### src/rtl/spi_flash_stream_fetch.sv
// SPI flash stream reader: single (0x03) or quad-output (0x6B) read from a 24-bit address,
// streaming bytes into a small FIFO for the pixel pipeline; SCLK pauses at byte boundaries when full.
module spi_flash_stream_fetch #(
    parameter int FIFO_DEPTH = 4,
    parameter int QUAD_DUMMY = 8
) (
    input  logic        clk,
    input  logic        rst_n,
    input  logic        start,
    input  logic        quad,
    input  logic [23:0] addr,
    input  logic        stop,
    input  logic        pix_rd,
    output logic [7:0]  pix_data,
    output logic        pix_valid,
    output logic        busy,
    output logic        underrun,
    output logic        spi_cs,
    output logic        spi_sclk,
    output logic        spi_out0,
    output logic        spi_dir0,
    input  logic [3:0]  spi_in
);

    localparam int PTR_W = $clog2(FIFO_DEPTH);
    localparam int CNT_W = PTR_W + 1;
    localparam logic [CNT_W-1:0] DEPTH_C    = CNT_W'(FIFO_DEPTH);
    localparam logic [4:0]       DUMMY_LAST = 5'(QUAD_DUMMY - 1);

    typedef enum logic [2:0] {
        S_IDLE  = 3'd0,
        S_CMD   = 3'd1,
        S_ADDR  = 3'd2,
        S_DUMMY = 3'd3,
        S_DATA  = 3'd4
    } state_t;

    state_t           state;
    logic             phase;      // 0: sclk low half, 1: sclk high half
    logic [4:0]       bit_cnt;    // SCLKs left in the current segment, minus one
    logic [30:0]      tx_sr;      // command bits [6:0] followed by the address
    logic [6:0]       rx_sr;
    logic             quad_r;

    logic [7:0]       mem [FIFO_DEPTH];
    logic [PTR_W-1:0] wr_ptr;
    logic [PTR_W-1:0] rd_ptr;
    logic [CNT_W-1:0] count;

    logic             start_accept;
    logic             pop;
    logic             push;
    logic [CNT_W-1:0] count_after_pop;
    logic             can_issue;
    logic             byte_first;
    logic [7:0]       rx_next;
    logic [7:0]       cmd;

    // Pixel side: pix_data is the FIFO head and is meaningful while pix_valid=1;
    // a cycle with pix_valid=1 and pix_rd=1 pops exactly one byte, pix_rd with pix_valid=0 pops nothing.
    always_comb begin
        start_accept    = (state == S_IDLE) && start && !stop;
        cmd             = quad ? 8'h6B : 8'h03;
        pop             = pix_rd && (count != '0);
        count_after_pop = count - CNT_W'(pop);
        can_issue       = count_after_pop < DEPTH_C;
        byte_first      = (bit_cnt == (quad_r ? 5'd1 : 5'd7));
        rx_next         = quad_r ? {rx_sr[3:0], spi_in} : {rx_sr, spi_in[1]};
        push            = (state == S_DATA) && phase && (bit_cnt == 5'd0) && !stop;
    end

    assign pix_valid = (count != '0);
    assign pix_data  = pix_valid ? mem[rd_ptr] : 8'h00;

    always_ff @(posedge clk or negedge rst_n) begin
        if (!rst_n) begin
            state    <= S_IDLE;
            phase    <= 1'b0;
            bit_cnt  <= '0;
            tx_sr    <= '0;
            rx_sr    <= '0;
            quad_r   <= 1'b0;
            spi_cs   <= 1'b0;
            spi_sclk <= 1'b0;
            spi_out0 <= 1'b0;
            spi_dir0 <= 1'b0;
            busy     <= 1'b0;
        end else if (stop && (state != S_IDLE)) begin
            state    <= S_IDLE;
            phase    <= 1'b0;
            spi_cs   <= 1'b0;
            spi_sclk <= 1'b0;
            spi_out0 <= 1'b0;
            spi_dir0 <= 1'b0;
            busy     <= 1'b0;
        end else if (state == S_IDLE) begin
            if (start_accept) begin
                quad_r   <= quad;
                tx_sr    <= {cmd[6:0], addr};
                spi_out0 <= cmd[7];
                spi_dir0 <= 1'b0;
                spi_cs   <= 1'b1;
                spi_sclk <= 1'b0;
                busy     <= 1'b1;
                phase    <= 1'b0;
                bit_cnt  <= 5'd7;
                state    <= S_CMD;
            end
        end else if (!phase) begin
            // Hold the low half of a byte's first SCLK until the FIFO has room for that byte.
            if (!((state == S_DATA) && byte_first && !can_issue)) begin
                phase    <= 1'b1;
                spi_sclk <= 1'b1;
            end
        end else begin
            phase    <= 1'b0;
            spi_sclk <= 1'b0;
            case (state)
                S_CMD, S_ADDR: begin
                    tx_sr    <= {tx_sr[29:0], 1'b0};
                    spi_out0 <= tx_sr[30];
                    if (bit_cnt != 5'd0) begin
                        bit_cnt <= bit_cnt - 5'd1;
                    end else if (state == S_CMD) begin
                        state   <= S_ADDR;
                        bit_cnt <= 5'd23;
                    end else begin
                        spi_out0 <= 1'b0;
                        if (quad_r) begin
                            state    <= S_DUMMY;
                            bit_cnt  <= DUMMY_LAST;
                            spi_dir0 <= 1'b1;
                        end else begin
                            state   <= S_DATA;
                            bit_cnt <= 5'd7;
                        end
                    end
                end
                S_DUMMY: begin
                    if (bit_cnt != 5'd0) begin
                        bit_cnt <= bit_cnt - 5'd1;
                    end else begin
                        state   <= S_DATA;
                        bit_cnt <= 5'd1;
                    end
                end
                S_DATA: begin
                    rx_sr <= rx_next[6:0];
                    if (bit_cnt != 5'd0) begin
                        bit_cnt <= bit_cnt - 5'd1;
                    end else begin
                        bit_cnt <= quad_r ? 5'd1 : 5'd7;
                    end
                end
                default: state <= S_IDLE;
            endcase
        end
    end

    always_ff @(posedge clk or negedge rst_n) begin
        if (!rst_n) begin
            wr_ptr <= '0;
            rd_ptr <= '0;
            count  <= '0;
        end else if (start_accept) begin
            wr_ptr <= '0;
            rd_ptr <= '0;
            count  <= '0;
        end else begin
            if (push) begin
                wr_ptr <= wr_ptr + PTR_W'(1);
            end
            if (pop) begin
                rd_ptr <= rd_ptr + PTR_W'(1);
            end
            count <= count + CNT_W'(push) - CNT_W'(pop);
        end
    end

    always_ff @(posedge clk) begin
        if (push) begin
            mem[wr_ptr] <= rx_next;
        end
    end

    always_ff @(posedge clk or negedge rst_n) begin
        if (!rst_n) begin
            underrun <= 1'b0;
        end else if (pix_rd && (count == '0)) begin
            underrun <= 1'b1;
        end else if (start_accept) begin
            underrun <= 1'b0;
        end
    end

endmodule
### config.mk
export PLATFORM = sky130hd
export DESIGN_NAME = spi_flash_stream_fetch
export DESIGN_NICKNAME = d
export VERILOG_FILES = /design/src/rtl/spi_flash_stream_fetch.sv
export SDC_FILE = /design/constraint.sdc
export NUM_CORES = 1
export LEC_CHECK = 0
export CELL_PAD_IN_SITES_DETAIL_PLACEMENT = 1
export CELL_PAD_IN_SITES_GLOBAL_PLACEMENT = 2
export CORE_UTILIZATION = 30
export DETAILED_ROUTE_END_ITERATION = 6
export GPL_TIMING_DRIVEN = 0
export PLACE_DENSITY_LB_ADDON = 0.1
export SLEW_MARGIN = 20
export SYNTH_ARGS = -nofsm -noshare
export SYNTH_HDL_FRONTEND = slang
export SYNTH_SLANG_ARGS = --single-unit
### constraint.sdc
create_clock -name clk -period 2.32 [get_ports clk]
set_input_delay 0.232 -clock clk [delete_from_list [all_inputs] [get_ports clk]]
set_output_delay 0.232 -clock clk [all_outputs]
set_load 0.005 [all_outputs]
=== Yosys cells after proc, flatten, opt, wreduce, memory -nomap -nowiden ===
Memory sizes are Yosys's and may differ from the RTL's.
Cells that the tools add are included.

* Flip-flop bits (word level): 60
* Bits in latches: 0
* RAM bits: 32
* ROM bits: 0
* Output and inout bits: 15
* Word-level logic and storage cells: 135
* Memories kept: 1

{| class="wikitable"
|+ Memory list
! name !! depth !! bits a word !! read ports !! clocked after memory_dff !! write ports !! line !! text
|-
| mem || 4 || 8 || 1 || 0 || 1 || 45 || <nowiki>logic [7:0] mem [FIFO_DEPTH];</nowiki>
|}

* Add/sub/neg operators: 6
* Multipliers: 0
* Div/mod/pow operators: 0
* Magnitude comparators: 1
* Eq/ne operators: 13
* Shifts and indexed selects: 0
* Multiplexer cells: 59
* Bitwise logic cells: 2
* Reductions and logical operators: 39

{| class="wikitable"
|+ Operators with widths
! kind !! count
|-
| $mux W31 || 4
|-
| $mux W5 || 7
|-
| $mux W3 || 10
|-
| $mux W1 || 29
|-
| $mux W8 || 2
|-
| $pmux W5 S3 || 1
|-
| $reduce_bool A3 Y1 || 5
|-
| $reduce_bool A2 Y1 || 7
|-
| $ne A4 B4 Y1 const B || 3
|-
| $reduce_and A4 Y1 || 3
|-
| $logic_and A1 B1 Y1 || 10
|-
| $pmux W3 S3 || 1
|-
| $mux W2 || 4
|-
| $mux W7 || 1
|-
| $eq A3 B2 Y1 const B || 2
|-
| $logic_not A3 Y1 || 2
|-
| $ne A3 B2 Y1 const B || 2
|-
| $ne A3 B3 Y1 const B || 2
|-
| $reduce_and A3 Y1 || 2
|-
| $reduce_and A6 Y1 || 1
|-
| $sub A3 B1 Y3 || 2
|-
| $eq A5 B5 Y1 || 1
|-
| $logic_not A5 Y1 || 1
|-
| $reduce_and A5 Y1 || 1
|-
| 13 further kinds || 17
|}

=== Longest topological paths before layout ===
* Depth after elaboration: 10
* Mapped depth: 13
* Depth with buffers taken out: 13

=== Worst setup path before layout ===
No wires, ideal clock.

* Kind: register to register
* Start: reg state[1]
* End: reg count[2]
* Setup time: 121 ps
* Arrival time: 2412 ps
* Required time: 2199 ps
* Setup slack: -213 ps
* Stages on the path, launching flop included: 14
* Period minus slack after synthesis: 2533 ps
* Cells stage by stage: dfrtp_1 -> buf_6 -> nor2_4 -> nand3_2 -> nor4_2 -> inv_2 -> ha_1 -> inv_1 -> ha_1 -> inv_1 -> fa_1 -> xor2_1 -> xnor2_1 -> nor2_1

* Word-level cells in the longest chain between the ends: 7
* Elaborated cells between the ends (all ways): 10
* Those cells by class: add/sub (2); eq/ne (1); mux (1); reduce/logical (6)

{| class="wikitable"
|+ Ends and longest elaborated chain
! element !! line !! text
|-
| start, declared || 38 || <nowiki>state_t state;</nowiki>
|-
| start signal, assigned || 77 || <nowiki>state <= S_IDLE;</nowiki>
|-
| start signal, assigned || 89 || <nowiki>state <= S_IDLE;</nowiki>
|-
| start signal, assigned || 107 || <nowiki>state <= S_CMD;</nowiki>
|-
| $eq A3 B3 Y1 || 69 || <nowiki>push = (state == S_DATA) && phase && (bit_cnt == 5'd0) && !stop;</nowiki>
|-
| $logic_and A1 B1 Y1 (3 in a row) || 69 ||
|-
| $add A3 B1 Y3 || 176 || <nowiki>count <= count + CNT_W'(push) - CNT_W'(pop);</nowiki>
|-
| $sub A3 B1 Y3 || 176 ||
|-
| $mux W3 * || 165 || <nowiki>end else if (start_accept) begin</nowiki>
|-
| end signal, assigned || 176 ||
|-
| end, declared || 48 || <nowiki>logic [CNT_W-1:0] count;</nowiki>
|}

Mark *: on every way between the ends. The rest lies on a longest branch, timed or not.
A chain may end at the register's enable or synchronous reset.

=== Worst setup path after layout ===
Same ends and word-level chain as after synthesis.

==> reports/qor.csv <==
metric,value,unit
status,finished with violations,
failed_checks,setup timing,
fin_worst_skew,0.00858,ns
critPathCaptureType,register,
yosysWarnings,0,
ys.flop_type,dfrtp_1,
detail-route-antenna-nets,0,
slew_headroom,62.3,%
place_congestion,0.735,
grt_max_degree,43,
grt_overflow,0,
min_period,2.32,ns
p_leak,2.33,nW
viasPerCell,4.73,
arrival,2.54,ns
power,0.00642,W
port_buffers,47,
maxCapViolations,0,
rr_worst_depth,13,
tightest_slew,0.566,ns
async_reset_ff_share,65.2,%
antenna_found_initial,0,
synth-edff-count,32,
drt_iter0_markers,83,
grtUsageTotal,14.9,%
place_ws,-0.404,ns
area_growth,26.3,%
syn_avg_cell_area,12.0,um2
fp.dieH,124,um
drv_slew,0,
final_common_cell,nand2_1,
fmax,0.431,GHz
drc_errors,0,
dpl.hpwl,7.19,mm
rrSetupSlack,-0.0008,ns
coreArea,14500,um2
min_path_type,input port to register,
drive_above_1_share,23.3,%
num_vias,2965,
cts_sinks,92,
post_drt_wl_per_cell,16.1,um
syn_nets,414,
finalNetCount,480,
syn_inst,372,
num_rows,44,
vdd_drop_max,0.000451,V
ys_seq_area_share,55.2,%
hold_path_depth,2,
period_share,100,%
cts_tree,built,
ys_ff_latch,92,
cp.required,2.54,ns
synth.distinct_cells,56,
worst_slack,-0.000812,ns
syn_area,4460,um2
clkLatencyLatePin,0.35,ns
num_antenna_cells,0,
clk_path_buf_depth,2,
rsz0062_at_grt,true,
start_util,30.7,%
cts_max_level,3,
finalHoldViolCount,0,
grt_pass1_vias,3194,
crit_type,register to register,
io-pin-count,49,
wl,10.1,mm
drt_pass1_iterations,4,
power-per-cell-area,1140,nW/um2
clk_pin_slew,0.07,ns
die_x,124,um
start_kind,register,
die-area,15400,um2
cts_buffers,9,
grt_pass1_wl,16.9,mm
critPathMaxFanout,9,
final_cell_mix,"nand2_1 (80), dfrtp_1 (59), clkdlybuf4s50_1 (46), mux2_2 (36), edfxtp_1 (32)",
setup_viol,1,
cts-root-buf,clkbuf_16,
## cell type report
class,count,area [um2]
Buffer,18,125
Sequential cell,92,2460
Timing Repair Buffer,56,558
Tap cell,184,230
Fill cell,1597,8900
Clock inverter,6,76.3
Inverter,16,60.1
Clock buffer,10,229
Multi-Input combinational cell,245,1890
## state kept, by name, indices dropped and copies added, names as in the netlist, 2 cells and up
signal,flops
mem,32
state,3
bit_cnt,5
rx_sr,7
tx_sr,31
wr_ptr,2
rd_ptr,2
count,3
## per-stage QoR
step / instance area [um2] / hold slack [ns] / cells / setup TNS (ns) / utilization (%)
after detailed placement: 5220 / 0.140 / 604 / -0.665 / 35.9
final: 5630 / 0.219 / 627 / -0.000812 / 38.7
after global placement: 5190 / 0.465 / 603 / -80.40 / 35.7
after global routing: 5630 / 0.230 / 627 / -0.168 / 38.7
after floorplan: 4490 / -0.0636 / 372 / -0.0988 / -
after CTS: 5620 / 0.211 / 627 / -0.0167 / 38.6
## synthesized netlist by cell type (all sizes together), types with 7 or more instances
| master | instances | area (um2) |
|---|---|---|
| mux4 | 8 | 180 |
| nand2 | 80 | 300 |
| nor2 | 13 | 56.3 |
| mux2 | 41 | 462 |
| buf | 14 | 98.8 |
| edfxtp | 32 | 961 |
| mux2i | 7 | 70.1 |
| ha | 7 | 87.6 |
| and2 | 15 | 93.8 |
| inv | 16 | 60.1 |
| a21oi | 7 | 35.0 |
| dfrtp | 60 | 1500 |
## metal layers
| layer | vias to the layer above | GRT usage, % | share of wire (%) |
|---|---|---|---|
| met1 | 1493 | 18.4 | 45 |
| met5 | - | 0 | 0 |
| met2 | 40 | 25.6 | 51 |
| li1 | 1424 | - | - |
| met3 | 8 | 3.48 | 3.1 |
| met4 | 0 | 4.69 | 1.1 |
## power breakdown
part	internal, W	switching, W	leakage (nW)	total [W]
combinational	0.00131	0.00116	1.15	0.00247
sequential	0.00211	0.000296	1.03	0.00241
clock	0.000858	0.000679	0.150	0.00154
total	0.00428	0.00213	2.33	0.00642
## critical path: stages, from the launching register on
cell     delay [ns]
dfrtp_1        0.38
buf_6          0.14
nor2_4         0.15
nand3_4        0.10
nor4_4         0.18
inv_2          0.09
ha_4           0.21
inv_1          0.05
ha_1           0.14
inv_1          0.05
fa_2           0.35
xor2_2         0.15
xnor2_1        0.14
nor2_1         0.05
## cell families (layout without fill, tap and decap cells)
| logic type | Yosys count | count (layout) | share of synthesized area, % |
|---|---|---|---|
| simple gates | 142 | 142 | 15.8 |
| compound gates | 32 | 32 | 5.30 |
| mux | 56 | 56 | 16.0 |
| buf+inv | 35 | 106 | 3.98 |
| xor+xnor | 7 | 7 | 1.37 |
| fa+ha+maj | 8 | 8 | 2.41 |
| flops | 92 | 92 | 55.2 |
## final timing paths
kind / end / startpoint
setup / recovery: count[2] / state[1]
hold / removal: spi_cs / stop
setup reg to reg: count[2] / state[1]
hold reg to reg: tx_sr[22] / tx_sr[22]
max in group asynchronous: tx_sr[18] / rst_n
min in group asynchronous: spi_dir0 / rst_n
## timing repair
item,CTS,global route
pin swaps,5,0
hold buffers,1,0
gates resized for setup,10,4
endpoints found under the hold margin,18,0
setup endpoints to repair,10,9
setup buffers,7,0
Note: power is estimated with default switching activity, not from simulation.
